===== src/rtl/uop_ecdsa_pkg.sv =====
// uop_ecdsa_pkg: constants shared by the ECDSA uop ROMs, the sequencer
// and the modular-arithmetic datapath (word layout, opcodes, selects).
package uop_ecdsa_pkg;

    localparam int UOP_W = 20;

    // Word layout: [19:16] opcode, [15:11] src A, [10:6] src B,
    // [5:2] dst, [1:0] exec.
    typedef struct packed {
        logic [3:0] opcode;
        logic [4:0] src_a;
        logic [4:0] src_b;
        logic [3:0] dst;
        logic [1:0] exec;
    } uop_word_t;

    localparam logic [3:0] OPCODE_NOP = 4'h0;
    localparam logic [3:0] OPCODE_MOV = 4'h1;
    localparam logic [3:0] OPCODE_ADD = 4'h2;
    localparam logic [3:0] OPCODE_SUB = 4'h3;
    localparam logic [3:0] OPCODE_MUL = 4'h4;
    localparam logic [3:0] OPCODE_SQR = 4'h5;
    localparam logic [3:0] OPCODE_INV = 4'h6;
    localparam logic [3:0] OPCODE_RDY = 4'hF;

    localparam logic [1:0] EXEC_ALWAYS = 2'b00;
    localparam logic [1:0] EXEC_IF_SET = 2'b01;
    localparam logic [1:0] EXEC_IF_CLR = 2'b10;
    localparam logic [1:0] EXEC_RSVD   = 2'b11;

    localparam logic [4:0] SRC_ZERO = 5'd0;
    localparam logic [4:0] SRC_ONE  = 5'd1;

    localparam logic [3:0] DST_RX = 4'd1;
    localparam logic [3:0] DST_RY = 4'd2;
    localparam logic [3:0] DST_RZ = 4'd3;

    typedef enum logic [2:0] {
        ST_IDLE   = 3'd0,
        ST_FETCH  = 3'd1,
        ST_DECODE = 3'd2,
        ST_EXEC   = 3'd3,
        ST_DONE   = 3'd4
    } seq_state_e;

    function automatic logic exec_taken(
        input logic [1:0] exec,
        input logic       c
    );
        logic t;
        unique case (exec)
            EXEC_ALWAYS: t = 1'b1;
            EXEC_IF_SET: t = c;
            EXEC_IF_CLR: t = !c;
            default:     t = 1'b0;
        endcase
        return t;
    endfunction

    function automatic logic [UOP_W-1:0] uop_pack(
        input logic [3:0] opc,
        input logic [4:0] a,
        input logic [4:0] b,
        input logic [3:0] d,
        input logic [1:0] x
    );
        return {opc, a, b, d, x};
    endfunction

endpackage


===== src/rtl/curve_uop_seq_watchdog.sv =====
// curve_uop_seq_watchdog: EXEC-stall counter with all-ones expiry.
// Ports: clk, rst (sync, high), clr, inc, expired.
module curve_uop_seq_watchdog #(
    parameter int WDOG_W = 10
) (
    input  logic clk,
    input  logic rst,
    input  logic clr,
    input  logic inc,
    output logic expired
);

    logic [WDOG_W-1:0] cnt;

    assign expired = &cnt;

    // Saturates at all-ones so a held expiry never wraps back to 0.
    always_ff @(posedge clk) begin
        if (rst) begin
            cnt <= '0;
        end else if (clr) begin
            cnt <= '0;
        end else if (inc && !expired) begin
            cnt <= cnt + 1'b1;
        end
    end

endmodule


===== src/rtl/curve_uop_sequencer.sv =====
// curve_uop_sequencer: walks the uop ROM from address 0 on ena, filters
// words by exec condition, issues them to the datapath, stops at RDY.
// Ports: clk, rst (sync, high), ena, cond, rdy, uop_addr, uop_data,
//   op_ena, op_code, op_src_a, op_src_b, op_dst, op_rdy, err.
// Option: CURVE_UOP_SEQ_WATCHDOG_EN adds an EXEC stall abort (err).
module curve_uop_sequencer
    import uop_ecdsa_pkg::*;
#(
    parameter int ADDR_W = 6,
    parameter int WDOG_W = 10
) (
    input  logic              clk,
    input  logic              rst,
    input  logic              ena,
    output logic              rdy,
    input  logic              cond,
    output logic [ADDR_W-1:0] uop_addr,
    input  logic [UOP_W-1:0]  uop_data,
    output logic              op_ena,
    output logic [3:0]        op_code,
    output logic [4:0]        op_src_a,
    output logic [4:0]        op_src_b,
    output logic [3:0]        op_dst,
    input  logic              op_rdy,
    output logic              err
);

    seq_state_e state;
    logic       cond_r;
    uop_word_t  word;
    logic       last_addr;
    logic       wdog_expired;

    assign word      = uop_data;
    assign last_addr = &uop_addr;

    if (WDOG_W < 1) begin : g_wdog_w_check
        $error("WDOG_W must be at least 1");
    end

`ifdef CURVE_UOP_SEQ_WATCHDOG_EN
    curve_uop_seq_watchdog #(
        .WDOG_W (WDOG_W)
    ) u_wdog (
        .clk     (clk),
        .rst     (rst),
        .clr     (op_ena),
        .inc     (state == ST_EXEC),
        .expired (wdog_expired)
    );
`else
    assign wdog_expired = 1'b0;
    assign err          = 1'b0;
`endif

    always_ff @(posedge clk) begin
        if (rst) begin
            state    <= ST_IDLE;
            rdy      <= 1'b1;
            cond_r   <= 1'b0;
            uop_addr <= '0;
            op_ena   <= 1'b0;
            op_code  <= '0;
            op_src_a <= '0;
            op_src_b <= '0;
            op_dst   <= '0;
`ifdef CURVE_UOP_SEQ_WATCHDOG_EN
            err      <= 1'b0;
`endif
        end else begin
            op_ena <= 1'b0;
            unique case (state)
                ST_IDLE: begin
                    if (ena) begin
                        cond_r   <= cond;
                        uop_addr <= '0;
                        rdy      <= 1'b0;
                        state    <= ST_FETCH;
`ifdef CURVE_UOP_SEQ_WATCHDOG_EN
                        err      <= 1'b0;
`endif
                    end
                end
                ST_FETCH: begin
                    state <= ST_DECODE;
                end
                ST_DECODE: begin
                    if (word.opcode == OPCODE_RDY) begin
                        state <= ST_DONE;
                    end else if (!exec_taken(word.exec, cond_r)) begin
                        // The top address ends the run instead of wrapping.
                        if (last_addr) begin
                            state <= ST_DONE;
                        end else begin
                            uop_addr <= uop_addr + 1'b1;
                            state    <= ST_FETCH;
                        end
                    end else begin
                        op_code  <= word.opcode;
                        op_src_a <= word.src_a;
                        op_src_b <= word.src_b;
                        op_dst   <= word.dst;
                        op_ena   <= 1'b1;
                        state    <= ST_EXEC;
                    end
                end
                ST_EXEC: begin
                    // op_rdy alongside our own request is not a completion.
                    if (op_rdy && !op_ena) begin
                        if (last_addr) begin
                            state <= ST_DONE;
                        end else begin
                            uop_addr <= uop_addr + 1'b1;
                            state    <= ST_FETCH;
                        end
                    end else if (wdog_expired && !op_ena) begin
`ifdef CURVE_UOP_SEQ_WATCHDOG_EN
                        err   <= 1'b1;
`endif
                        state <= ST_DONE;
                    end
                end
                ST_DONE: begin
                    rdy      <= 1'b1;
                    uop_addr <= '0;
                    state    <= ST_IDLE;
                end
                default: begin
                    state <= ST_IDLE;
                end
            endcase
        end
    end

endmodule


===== config.mk =====
export PLATFORM = sky130hd
export DESIGN_NAME = curve_uop_sequencer
export DESIGN_NICKNAME = d
export VERILOG_FILES = /design/src/rtl/uop_ecdsa_pkg.sv /design/src/rtl/curve_uop_seq_watchdog.sv /design/src/rtl/curve_uop_sequencer.sv
export SDC_FILE = /design/constraint.sdc
export NUM_CORES = 1
export LEC_CHECK = 0
export CAP_MARGIN = 15
export CORE_MARGIN = 2
export CORE_UTILIZATION = 40
export DETAILED_ROUTE_END_ITERATION = 10
export PLACE_DENSITY = 0.78
export SKIP_CTS_REPAIR_TIMING = 1
export SLEW_MARGIN = 10
export SYNTH_ARGS = -nofsm -noshare
export SYNTH_HDL_FRONTEND = slang
export SYNTH_SLANG_ARGS = --single-unit
export TNS_END_PERCENT = 1

===== constraint.sdc =====
create_clock -name clk -period 2.47 [get_ports clk]
set_clock_uncertainty 0.1 [all_clocks]
set_input_delay 0.3705 -clock clk [delete_from_list [all_inputs] [get_ports clk]]
set_output_delay 0.3705 -clock clk [all_outputs]
set_load 0.01 [all_outputs]

# After elaboration in Yosys (flattened, before gate mapping)
# Index checks and enable logic that the tools add are counted.
[word_totals]
regBits = 30
latchBits = 0
ram_bits = 0
romBits = 0
input_bits = 25
output_inout_bits = 27
elab_cells = 56
n_memories = 0
[classes]
add_sub_neg = 1
multipliers = 0
n_div = 0
order_cmp = 0
n_eq_ne = 11
shifts = 0
mux = 19
bitwise = 2
n_reduce_logical = 14
[ops]
columns = ["operator", "count"]
rows = [
  ["$mux 6", 5],
  ["$pmux 6 s4", 1],
  ["$mux 3", 5],
  ["$pmux 3 s4", 1],
  ["$ne 2x2->1 const B", 4],
  ["$add 6x1->6 const B", 1],
  ["$eq 3x2->1 const B", 2],
  ["$reduce_and 2->1", 3],
  ["$reduce_and 6->1", 1],
  ["$mux 1", 5],
  ["$reduce_and 5->1", 1],
  ["$eq 4x4->1 const B", 1],
  ["$reduce_bool 4->1", 1],
  ["$eq 3x1->1 const B", 1],
  ["$eq 3x3->1 const B", 1],
  ["$logic_not 3->1", 1],
  ["$pmux 1 s3", 1],
  ["$reduce_and 3->1", 1],
  ["$reduce_or 3->1", 1],
  ["$eq 2x1->1 const B", 1],
  ["$eq 2x2->1 const B", 1],
  ["$logic_not 1->1", 2],
  ["$logic_not 2->1", 1],
  ["$not 1->1", 2],
  ["other kinds (3)", 3],
]

# Longest topological paths before layout
[logic_depth]
word_depth = 8
mapped_depth = 6

# Least setup slack after synthesis
# No wires, ideal clock.
[synth_timing]
kind = "register to register"
start = "register uop_addr[0]"
end = "register uop_addr[2]"
setup_ns = 0.122
t_arrival_ns = 1.411
required_time_ns = 2.248
slack_ns = 0.837
path_stages_with_launch = 6
n_path_buf = 0
period_less_slack_ns = 1.633
cell_sequence = "dfxtp_1 -> ha_1 -> and4_1 -> a21oi_1 -> and3_1 -> a221o_1"
[synth_via]
elab_chain_cells = 5
elab_cells_between_ends = 7
classes_between = "1 x add/sub; 5 x mux; 1 x reduce/logical"
[synth_rtl]
columns = ["element", "line_no", "source"]
rows = [
  ["start, declared", "curve_uop_sequencer.sv:17", "output logic [ADDR_W-1:0] uop_addr,"],
  ["start signal, assigned", "curve_uop_sequencer.sv:95", "uop_addr <= uop_addr + 1'b1;"],
  ["start signal, assigned", "curve_uop_sequencer.sv:113", "uop_addr <= uop_addr + 1'b1;"],
  ["$add 6x1->6 or $reduce_and 6->1 (tied branches)", "curve_uop_sequencer.sv:95, curve_uop_sequencer.sv:113, curve_uop_sequencer.sv:35", ""],
  ["$mux 6 (*)", "curve_uop_sequencer.sv:92, curve_uop_sequencer.sv:110", ""],
  ["$mux 6", "curve_uop_sequencer.sv:90", "end else if (!exec_taken(word.exec, cond_r)) begin"],
  ["$mux 6", "curve_uop_sequencer.sv:88", "if (word.opcode == OPCODE_RDY) begin"],
  ["$pmux 6 s4 (*)", "curve_uop_sequencer.sv:72", "unique case (state)"],
]
# Every way passes the cells marked *; elsewhere a longest branch is shown, timed or not. The select of a mux whose other input is x is not followed.
# A chain may end at the register's enable or synchronous reset.

# Worst setup path after layout
[layout_timing]
start = "register state[1]"
end = "register op_dst[2]"
[layout_via]
elab_chain_cells = 2
[layout_rtl]
columns = ["element", "line_no", "source"]
rows = [
  ["start, declared", "curve_uop_sequencer.sv:28", "seq_state_e state;"],
  ["start signal, assigned", "curve_uop_sequencer.sv:58", "state <= ST_IDLE;"],
  ["start signal, assigned", "curve_uop_sequencer.sv:78", "state <= ST_FETCH;"],
  ["start signal, assigned", "curve_uop_sequencer.sv:85", "state <= ST_DECODE;"],
  ["$eq 3x2->1", "curve_uop_sequencer.sv:72", ""],
  ["$reduce_and 3->1 (no source line)", "-", ""],
  ["end signal, assigned", "curve_uop_sequencer.sv:102", "op_dst <= word.dst;"],
  ["end, declared", "curve_uop_sequencer.sv:23", "output logic [3:0] op_dst,"],
]
# No other way between the ends.

==> run metrics <==
status complete, no violations; combinational share of power around 18%; Sw Pwr approximately 0.26 mW; post-route ant nets 0; sw frac 26.3%; largest net degree at the start of global routing 24; total CTS buffers 5; P&R area growth vs syn 43.4%; fin nets about 220; synth unique cells 41; CP Max Fanout 15; initial antenna violation count 0; WP data arrival 2.10 ns; Final Util between 50% and 60%; gpl congestion 0.819; Clock transition at path regs 0.09 ns; clk buf depth 2; core area 3310 µm²; Leakage 0.696 nW; post-synthesis area per instance slightly below 10 µm²; hpwl dp 2490 µm; Iter 0 DRT Violations 41; post-synthesis sequential area ratio 43.8%; final hold violation count 0; Synth top cells by count dfxtp_1, nor2_1, mux2i_1; Total GRT Usage between 10% and 20%; io pins 52; Root Buffer clkbuf_4; CP Launch Type flip-flop; Post-Synthesis Cells ~140; Remaining DRCs 0; PortBufs 50; area post-placement 1910 µm²; unrepaired setup endpoints after global routing false; final setup TNS 0 ns; Req. time, crit path 2.58 ns; Synth area leaders dfxtp_1, mux2i_1, nor2_1, o221a_2, a311oi_2; Sink Count 30; routed vias around 1300; Initial Utilization between 40 and 50%; Reg2Reg Launch Point state[1]; Worst Hold Class reg -> reg; Routed WL 3310 µm; post-synth top area share around 44%; Post-synth EDFFs 0; grt ovf 0; PwrDens 509 nW/µm²; Peak VDD IR roughly 0.33 mV; Final Cycle Share 80.5%; # diodes 0; clock power share 30.4%; chip height 62.6 µm; crit path from state[1]; num rows 21; worst setup path class reg -> reg; count leader, synth dfxtp_1; Reg power frac 52.0%; die area 3910 µm²; 1st-pass router iterations 4; P_int about 0.74 mW; WL/cell 13.8 µm; vias per cell 5.26; Max Clock Freq 503 MHz; fin area 1970 µm²; H-tree levels 2; endpoints failing setup 0; layout cells sized above 1 a little over a tenth; Max-cap violations 0; first-pass GRT wire length 5510 µm; synthesized flop and latch total 30; min-delay src op_src_a[2]; Syn Std Cell Area 1370 µm²; CP endpoint kind flip-flop; clk_lat worst skew 0.32 ns; Max Slew Vio Count 0; Synthesized Nets approximately 170; Synthesis Warnings 0; leading area contributor after synthesis dfxtp_1; CTS tree built; Die X 62.6 µm; FFs w/ async S/R, synth 0%; Most used DFF post-synth dfxtp_1; vias in the first global route about 1200; Final min period around 2.0 ns
==> layer usage <==
| layer | track usage (%) | part of all wire (%) |
|---|---|---|
| met1 | 19.4 | 42 |
| met3 | 9.73 | 11 |
| met5 | 0 | 0 |
| met4 | 5.83 | 1.4 |
| met2 | 29.3 | 46 |
==> worst paths after layout <==
path	to	slack (ns)	cells after the start
worst max-delay path	op_dst[2]	0.48	5
worst min-delay path	op_src_a[2]	0.40	2
worst max register to register	op_dst[2]	0.48	5
worst min register to register	op_src_a[2]	0.40	2
==> metrics by stage <==
stage / hold slack [ns] / cells / total power, mW / setup slack (ns)
after floorplan: 0.369 / 141 / 0.626 / 0.837
after global placement: 0.374 / 232 / 0.702 / 0.301
after detailed placement: 0.384 / 232 / 0.707 / 0.268
after CTS: 0.404 / 240 / 1.01 / 0.464
after global routing: 0.432 / 240 / 1.06 / 0.352
final: 0.399 / 240 / 1.00 / 0.481
==> layout make-up <==
| cell class | instances | area [µm²] |
|---|---|---|
| fillers | 293 | 1340 |
| multi-input cells | 102 | 713 |
| flip-flops and latches | 30 | 601 |
| repair buffers | 52 | 528 |
| well taps | 46 | 57.6 |
| clock buffers | 7 | 55.1 |
| inverters | 2 | 7.51 |
| clock inverters | 1 | 5.00 |
==> power groups by stage <==
stage	Sequential (mW)	Clock, mW	Combinational [mW]
3_3_place_gp	0.530	0	0.172
4_1_cts	0.520	0.316	0.177
5_1_grt	0.524	0.344	0.190
2_1_floorplan	0.527	0	0.0986
3_5_place_dp	0.531	0	0.175
6_report	0.521	0.305	0.176
==> layout by cell type (no fill, tap or decap), types with 3 or more instances in the layout <==
master	count
clkbuf_4	5
mux2i_1	17
nor2_1	23
and3_1	3
nand3_1	5
o221a_2	3
clkdlybuf4s50_1	50
dfxtp_1	30
nor3_1	4
o21ai_0	3
a21oi_1	4
nand2_1	8
==> critical path, cell delays in order, from the launching register on <==
cell and delay [ns]:
dfxtp_1 0.53, or3b_4 0.46, nor3_4 0.30, buf_12 0.21, mux2i_1 0.22, nor2_1 0.05
==> registers in the layout, summed over array words and instances, names as in the netlist <==
| name | count |
|---|---|
| uop_addr | 6 |
| op_src_a | 5 |
| op_src_b | 5 |
| op_code | 4 |
| op_dst | 4 |
| state | 3 |
| cond_r | 1 |
| op_ena | 1 |
| rdy | 1 |
==> cells by family after synthesis <==
| logic type | count (synthesis) | synth area share, % |
|---|---|---|
| multiplexers | 19 | 14.1 |
| AND/OR/NAND/NOR | 56 | 20.6 |
| buffers and inverters | 9 | 4.65 |
| adder cells (fa/ha/maj) | 1 | 0.912 |
| other | 1 | 0.273 |
| flip-flops | 30 | 43.8 |
| AO/OA/AOI/OAI | 25 | 15.7 |
Power figures use the tool's default switching activity.
